==> config.mk <==
export PLATFORM = sky130hd
export DESIGN_NAME = qupls_io_sequencer
export DESIGN_NICKNAME = d
export VERILOG_FILES = /design/src/rtl/qupls_io_sequencer_pkg.sv /design/src/rtl/qupls_io_req_fifo.sv /design/src/rtl/qupls_io_sequencer.sv
export SDC_FILE = /design/constraint.sdc
export NUM_CORES = 1
export LEC_CHECK = 0
export BUFFER_PORTS_ARGS = -buffer_cell sky130_fd_sc_hd__buf_4
export CELL_PAD_IN_SITES_DETAIL_PLACEMENT = 1
export CELL_PAD_IN_SITES_GLOBAL_PLACEMENT = 1
export CORE_ASPECT_RATIO = 1.75
export CORE_MARGIN = 2
export CORE_UTILIZATION = 50
export CTS_BUF_LIST = sky130_fd_sc_hd__clkbuf_16
export CTS_CLUSTER_SIZE = 14
export DETAILED_ROUTE_END_ITERATION = 16
export GPL_ROUTABILITY_DRIVEN = 0
export PLACE_DENSITY = 0.8
export SLEW_MARGIN = 20
export SYNTH_ARGS = -nofsm -noshare
export SYNTH_HDL_FRONTEND = slang
export SYNTH_SLANG_ARGS = --single-unit
==> constraint.sdc <==
create_clock -name clk -period 25.6 [get_ports clk]
set_input_delay 7.68 -clock clk [delete_from_list [all_inputs] [get_ports clk]]
set_output_delay 7.68 -clock clk [all_outputs]
set_load 0.02 [all_outputs]
==> src/rtl/qupls_io_sequencer_pkg.sv <==
// ---------------------------------------------------------------------------
// qupls_io_sequencer_pkg
// Shared types for the uncached I/O sequencer: the queued request record,
// the sequencer state encoding, default timeout and the load-result helper.
// The IO_AWID / IO_TAGW widths size the stored request record; the top-level
// AWID / TAGW parameters must not exceed them.
// ---------------------------------------------------------------------------
package qupls_io_sequencer_pkg;

    localparam int IO_TMO  = 255;
    localparam int IO_AWID = 32;
    localparam int IO_TAGW = 6;

    typedef struct packed {
        logic               store;
        logic [IO_TAGW-1:0] tag;
        logic [IO_AWID-1:0] adr;
        logic [7:0]         sel;
        logic [63:0]        dat;
    } io_req_t;

    typedef enum logic [1:0] {
        IDLE = 2'd0,
        WAIT = 2'd1,
        BUS  = 2'd2,
        RESP = 2'd3
    } io_seq_state_t;

    // Data returned to the ROB: stores and errored loads report zero.
    function automatic logic [63:0] load_result(input logic        store,
                                                input logic        err,
                                                input logic [63:0] dati);
        if (store || err) begin
            return 64'd0;
        end else begin
            return dati;
        end
    endfunction

endpackage

==> src/rtl/qupls_io_req_fifo.sv <==
// ---------------------------------------------------------------------------
// qupls_io_req_fifo
// Circular request queue for the I/O sequencer. Pointers carry a wrap bit so
// full and empty are distinguished without a separate counter.
// Ports:
//   clk, rst    clock, asynchronous active-high reset
//   enq         write enq_data at the tail (ignored while full or flushing)
//   enq_data    request record to store
//   deq         retire the head (ignored while empty)
//   flush_all   discard every entry (tail := head)
//   flush_keep  discard every entry except the head (tail := head + 1)
//   full, empty queue status
//   head        record at the head of the queue
// ---------------------------------------------------------------------------
module qupls_io_req_fifo
    import qupls_io_sequencer_pkg::*;
#(
    parameter int DEPTH = 4
) (
    input  logic    clk,
    input  logic    rst,
    input  logic    enq,
    input  io_req_t enq_data,
    input  logic    deq,
    input  logic    flush_all,
    input  logic    flush_keep,
    output logic    full,
    output logic    empty,
    output io_req_t head
);

    localparam int PW = $clog2(DEPTH);
    localparam logic [PW:0] PTR_ONE = {{PW{1'b0}}, 1'b1};

    logic [PW:0] wptr_r;
    logic [PW:0] rptr_r;
    io_req_t     mem_r [DEPTH];
    logic        enq_ok_s;
    logic        deq_ok_s;

    assign empty    = (wptr_r == rptr_r);
    assign full     = (wptr_r[PW-1:0] == rptr_r[PW-1:0]) && (wptr_r[PW] != rptr_r[PW]);
    assign head     = mem_r[rptr_r[PW-1:0]];
    assign enq_ok_s = enq && !full && !flush_all && !flush_keep;
    assign deq_ok_s = deq && !empty;

    // Head/tail pointer update; a flush rewrites the tail relative to the head.
    always_ff @(posedge clk or posedge rst) begin
        if (rst) begin
            wptr_r <= {(PW+1){1'b0}};
            rptr_r <= {(PW+1){1'b0}};
        end else begin
            if (deq_ok_s) begin
                rptr_r <= rptr_r + PTR_ONE;
            end
            if (flush_all) begin
                wptr_r <= rptr_r;
            end else if (flush_keep && !empty) begin
                wptr_r <= rptr_r + PTR_ONE;
            end else if (enq_ok_s) begin
                wptr_r <= wptr_r + PTR_ONE;
            end else begin
                wptr_r <= wptr_r;
            end
        end
    end

    // Entry storage; contents are only meaningful between head and tail.
    always_ff @(posedge clk) begin
        if (enq_ok_s) begin
            mem_r[wptr_r[PW-1:0]] <= enq_data;
        end
    end

endmodule

==> src/rtl/qupls_io_sequencer.sv <==
// ---------------------------------------------------------------------------
// qupls_io_sequencer
// Uncached I/O back end. Queues I/O memory ops, waits until the head op is
// the oldest uncommitted instruction, runs exactly one bus transaction for
// it and reports completion (load data / error) to the ROB.
// Ports:
//   clk, rst                 clock, asynchronous active-high reset
//   req_*                    op offered by the memory issue stage
//   oldest_valid/oldest_tag  ROB head identification
//   flush                    pipeline flush, discards unissued ops
//   io_*                     uncached bus master port
//   resp_*                   one-cycle completion report to the ROB
// ---------------------------------------------------------------------------
module qupls_io_sequencer
    import qupls_io_sequencer_pkg::*;
#(
    parameter int AWID  = IO_AWID,
    parameter int DEPTH = 4,
    parameter int TAGW  = IO_TAGW,
    parameter int TMO   = IO_TMO
) (
    input  logic            clk,
    input  logic            rst,
    input  logic            req_valid,
    output logic            req_ready,
    input  logic            req_store,
    input  logic [TAGW-1:0] req_tag,
    input  logic [AWID-1:0] req_adr,
    input  logic [7:0]      req_sel,
    input  logic [63:0]     req_dat,
    input  logic            oldest_valid,
    input  logic [TAGW-1:0] oldest_tag,
    input  logic            flush,
    output logic            io_cyc,
    output logic            io_we,
    output logic [AWID-1:0] io_adr,
    output logic [7:0]      io_sel,
    output logic [63:0]     io_dato,
    input  logic            io_ack,
    input  logic            io_err,
    input  logic [63:0]     io_dati,
    output logic            resp_valid,
    output logic [TAGW-1:0] resp_tag,
    output logic [63:0]     resp_dat,
    output logic            resp_err
);

    localparam int CW = $clog2(TMO + 1);
    localparam logic [CW-1:0] CNT_ONE  = {{(CW-1){1'b0}}, 1'b1};
    localparam logic [CW-1:0] CNT_LAST = CW'(TMO - 1);

    io_seq_state_t state_r;
    io_seq_state_t state_s;

    io_req_t enq_req_s;
    io_req_t head_s;
    logic    fifo_full_s;
    logic    fifo_empty_s;
    logic    enq_s;
    logic    flush_all_s;
    logic    flush_keep_s;

    logic    tag_match_s;
    logic    start_bus_s;
    logic    bus_ack_s;
    logic    bus_tmo_s;
    logic    finish_s;

    logic [CW-1:0] cnt_r;
    logic [63:0]   hold_dat_r;
    logic          hold_err_r;

    // A flush blocks enqueue in the same cycle, whatever the state.
    assign req_ready = !fifo_full_s && !flush;
    assign enq_s     = req_valid && req_ready;

    assign enq_req_s.store = req_store;
    assign enq_req_s.tag   = IO_TAGW'(req_tag);
    assign enq_req_s.adr   = IO_AWID'(req_adr);
    assign enq_req_s.sel   = req_sel;
    assign enq_req_s.dat   = req_dat;

    assign tag_match_s = oldest_valid && (oldest_tag == TAGW'(head_s.tag));

    qupls_io_req_fifo #(
        .DEPTH (DEPTH)
    ) u_fifo (
        .clk        (clk),
        .rst        (rst),
        .enq        (enq_s),
        .enq_data   (enq_req_s),
        .deq        (finish_s),
        .flush_all  (flush_all_s),
        .flush_keep (flush_keep_s),
        .full       (fifo_full_s),
        .empty      (fifo_empty_s),
        .head       (head_s)
    );

    // Sequencer state register.
    always_ff @(posedge clk or posedge rst) begin
        if (rst) begin
            state_r <= IDLE;
        end else begin
            state_r <= state_s;
        end
    end

    // Next-state and per-cycle control decode. Once the bus cycle has
    // started the head op is committed to completing, so a flush then only
    // trims the entries behind it.
    always_comb begin
        state_s      = state_r;
        start_bus_s  = 1'b0;
        bus_ack_s    = 1'b0;
        bus_tmo_s    = 1'b0;
        finish_s     = 1'b0;
        flush_all_s  = 1'b0;
        flush_keep_s = 1'b0;
        case (state_r)
            IDLE: begin
                if (flush) begin
                    flush_all_s = 1'b1;
                    state_s     = IDLE;
                end else if (!fifo_empty_s) begin
                    state_s = WAIT;
                end else begin
                    state_s = IDLE;
                end
            end
            WAIT: begin
                if (flush) begin
                    flush_all_s = 1'b1;
                    state_s     = IDLE;
                end else if (tag_match_s) begin
                    start_bus_s = 1'b1;
                    state_s     = BUS;
                end else begin
                    state_s = WAIT;
                end
            end
            BUS: begin
                flush_keep_s = flush;
                if (io_ack) begin
                    bus_ack_s = 1'b1;
                    state_s   = RESP;
                end else if (cnt_r == CNT_LAST) begin
                    bus_tmo_s = 1'b1;
                    state_s   = RESP;
                end else begin
                    state_s = BUS;
                end
            end
            RESP: begin
                flush_keep_s = flush;
                finish_s     = 1'b1;
                state_s      = IDLE;
            end
            default: begin
                state_s = IDLE;
            end
        endcase
    end

    // Bus master outputs, timeout counter, captured result and ROB report.
    always_ff @(posedge clk or posedge rst) begin
        if (rst) begin
            io_cyc     <= 1'b0;
            io_we      <= 1'b0;
            io_adr     <= {AWID{1'b0}};
            io_sel     <= 8'd0;
            io_dato    <= 64'd0;
            cnt_r      <= {CW{1'b0}};
            hold_dat_r <= 64'd0;
            hold_err_r <= 1'b0;
            resp_valid <= 1'b0;
            resp_tag   <= {TAGW{1'b0}};
            resp_dat   <= 64'd0;
            resp_err   <= 1'b0;
        end else begin
            if (start_bus_s) begin
                io_cyc     <= 1'b1;
                io_we      <= head_s.store;
                io_adr     <= AWID'(head_s.adr);
                io_sel     <= head_s.sel;
                io_dato    <= head_s.dat;
                cnt_r      <= {CW{1'b0}};
                hold_dat_r <= 64'd0;
                hold_err_r <= 1'b0;
            end else if (bus_ack_s || bus_tmo_s) begin
                io_cyc     <= 1'b0;
                io_we      <= 1'b0;
                io_adr     <= {AWID{1'b0}};
                io_sel     <= 8'd0;
                io_dato    <= 64'd0;
                // A timeout reports as an error with no data.
                hold_dat_r <= bus_ack_s ? load_result(io_we, io_err, io_dati) : 64'd0;
                hold_err_r <= bus_ack_s ? io_err : 1'b1;
            end else if (state_r == BUS) begin
                cnt_r <= cnt_r + CNT_ONE;
            end else if (finish_s) begin
                cnt_r <= {CW{1'b0}};
            end

            if (finish_s) begin
                resp_valid <= 1'b1;
                resp_tag   <= TAGW'(head_s.tag);
                resp_dat   <= hold_dat_r;
                resp_err   <= hold_err_r;
            end else begin
                resp_valid <= 1'b0;
                resp_tag   <= {TAGW{1'b0}};
                resp_dat   <= 64'd0;
                resp_err   <= 1'b0;
            end
        end
    end

endmodule

==> results.md <==
* Seq pwr share at 0.566
* Io pins at 367
* Syn-to-layout area delta at 19.3%
* Ys async rst share at 0.368
* Sw frac at 0.223
* Status: complete, no violations
* Post-CTS sizing at 0
* Largest net degree at the start of global routing at 121
* Met2 wire length at 35.1 mm
* Critical path required time at 17.92 ns
* Critical Path End Type: primary output
* Remaining antenna violation count at 0
* Fin. Hold Viols at 0
* Rows at 111
* GRT Total Usage at 0.236
* DRC Markers at 0
* Metal-1 WL at between 20 and 25 mm
* Synthesized cell area at around 27000 um^2
* Clock network fraction of design power at 0.370
* Worst Path Arrival at about 8.1 ns
* Hold path start: io_cyc
* CP max-delay cell: buf_4
* Crit Path Category: primary input to primary output
* Top routing layer in use: met4
* Most frequent cells in the layout: 444 x edfxtp_1, 380 x buf_4, 257 x dfrtp_1
* Die W at 178 um
* Total negative setup slack at 0 ns
* RR Startpoint: u_fifo.rptr_r[1]
* Via density at 5.52
* P per Cell Area at 70.7 nW/um^2
* Startpoint Class: primary input
* Clk_lat worst skew at around 0.62 ns
* CTS tree: built
* Final Net Count at 2120
* Power share of the combinational group at 0.063
* Worst Path Max Fanout at 5
* Worst slew pin tran at 1.13 ns
* Syn Area/Cell at 17.0 um^2
* Worst Setup SP: flush
* Core area at 52500 um^2
* First-pass GRT wire length at ~98 mm
* Hold_buf cts at 0
* # H-tree levels at 2
* Yosys cell types at 44
* Die Y at 309 um
* Met3 WL at 3.69 mm
* Fin. max-slew vios at 0
* Worst VDD drop at approximately 0.068 mV
* Die area at ~55000 um^2
* Worst clock skew at 0.0228 ns
* Layout cells sized above 1 at 0.296
* Root buf cell: clkbuf_16
* P_leak at about 13 nW
* Hold Crit Class: register to register
* Detail Placement HPWL at 39.2 mm
* Via count at ~15000
* Cell Int Power at 0.00174 W
* Syn Nets at 1761
* Post-synthesis cell count at 1566
* Crit-path max cell delay at 0.16 ns
* Vias in the first global route at 16800
* I/O Buffers at around 370
* Slew margin rel. at 0.244
* Ys flop type: edfxtp_1
* Most common cell after layout, fill and taps aside: edfxtp_1
* CP most frequent cell: buf_4
* Total Wirelength at between 60 and 70 mm
* Routed len/inst at approximately 24 um
* F_max at 63.4 MHz
* Switching power at 0.000501 W
* Min cycle time layout at 15.78 ns
* RSZ-0062 raised after global routing: no
* Sink Count at about 700
* Post-CTS setup buffer count at 0
* Max_cap viols at 0
* Total power at between 0.002 and 0.0025 W
* CTS max path bufs at 3
* DRT iter0 DRCs at approximately 750
* Post-synthesis sequential area ratio at 0.744
* Antenna violations before repair at 4
* Yosys warns at 0
* Final period util at 0.616
* Yosys reg bits at 703
* First-pass DRT Iterations at 4
* Cells along the critical path: buf_4, a21oi_1, buf_4
* Clk slew on worst S/H paths at 0.06 ns
* Final Setup Violations at 0
* Number of CTS-inserted buffers at 60
* Initial Utilization at 0.507
* Total grt overflow at 0
* Post-synth EDFFs at 444
[final cells by class]
cell class,count,area (um^2)
flip-flops and latches,703,19800
well taps,678,848
repair buffers,383,2900
diodes,4,10.0
clock buffers,60,1500
fillers,4805,20700
clock inverters,49,253
inverters,126,480
multi-input cells,651,5950
[cell families (layout without fill, tap and decap cells)]
group | Yosys count | after routing | share of synthesized area
AND/OR/NAND/NOR | 308 | 308 | 0.0524
other | 0 | 4 | 0
adder cells (fa/ha/maj) | 7 | 7 | 0.00329
flip-flops | 703 | 703 | 0.744
XOR/XNOR | 15 | 15 | 0.00494
buffers and inverters | 212 | 618 | 0.0333
AO/OA/AOI/OAI | 98 | 98 | 0.0264
multiplexers | 223 | 223 | 0.135
[power by group through the flow]
stage / clock, W / combinational [W] / sequential [W]
floorplan: 0 / 0.0000703 / 0.00130
global placement: 0 / 0.000135 / 0.00129
detailed placement: 0 / 0.000144 / 0.00129
CTS: 0.000852 / 0.000145 / 0.00127
global route: 0.000888 / 0.000157 / 0.00128
finish: 0.000831 / 0.000143 / 0.00127
[critical path, delay by kind of cell]
family	cells	cell delay [ns]
compound gates	1	0.13
buf+inv	2	0.29
[worst paths after layout]
| kind | to | slack (ns) | cells past startpoint |
|---|---|---|---|
| worst max-delay path | req_ready | 9.82 | 3 |
| worst min-delay path | io_cyc | 0.50 | 1 |
| worst max register to register | io_dato[50] | 21.37 | 7 |
| worst min register to register | io_cyc | 0.50 | 1 |
| max in group asynchronous | io_dato[10] | 15.86 | 4 |
| min in group asynchronous | io_adr[17] | 7.26 | 2 |
[metal layers]
metal | up-vias | global-route usage
met5 | - | 0
met1 | 7646 | 0.268
met3 | 107 | 0.0419
met2 | 460 | 0.439
li1 | 6442 | -
met4 | 0 | 0.0841
[per-stage QoR]
stage	instance area (um^2)	hold WS, ns	utilization	std cells	setup WS (ns)
after global routing	31800	0.522	0.605	2654	9.80
after detailed placement	30000	0.491	0.571	2541	9.81
after global placement	30000	0.462	0.571	2541	9.84
after CTS	31700	0.510	0.605	2650	9.82
after floorplan	26600	0.460	-	1566	9.90
final	31800	0.499	0.605	2654	9.82
[cell usage after synthesis, drive strengths merged (2+ instances only)]
| cell | n | area, um^2 |
|---|---|---|
| edfxtp | 444 | 13300 |
| dfrtp | 259 | 6480 |
| nand2 | 130 | 488 |
| inv | 126 | 473 |
| mux2i | 112 | 1120 |
| mux4 | 109 | 2450 |
| nor2 | 83 | 312 |
| and3 | 56 | 350 |
| clkbuf | 53 | 199 |
| a22oi | 52 | 390 |
| buf | 33 | 215 |
| o31ai | 16 | 120 |
| o21ai | 11 | 55.1 |
| nand2b | 10 | 62.6 |
| and2 | 8 | 50.1 |
| xnor2 | 8 | 70.1 |
| ha | 7 | 87.6 |
| xor2 | 7 | 61.3 |
| a21oi | 5 | 25.0 |
| a31oi | 5 | 31.3 |
| nand3 | 3 | 15.0 |
| nor2b | 3 | 18.8 |
| nor3 | 3 | 15.0 |
| or2 | 3 | 18.8 |
| and4 | 2 | 17.5 |
| mux2 | 2 | 22.5 |
| nand4 | 2 | 12.5 |
| nor4 | 2 | 12.5 |
[registers in the layout, summed over array words and instances, names as in the netlist, 3 cells and up, named ones only]
name,count
cnt_r,8
hold_dat_r,64
io_adr,32
io_dato,64
io_sel,8
resp_dat,64
resp_tag,6
u_fifo.mem_r,444
u_fifo.rptr_r,3
u_fifo.wptr_r,3
Note: power is estimated with default switching activity, not from simulation.
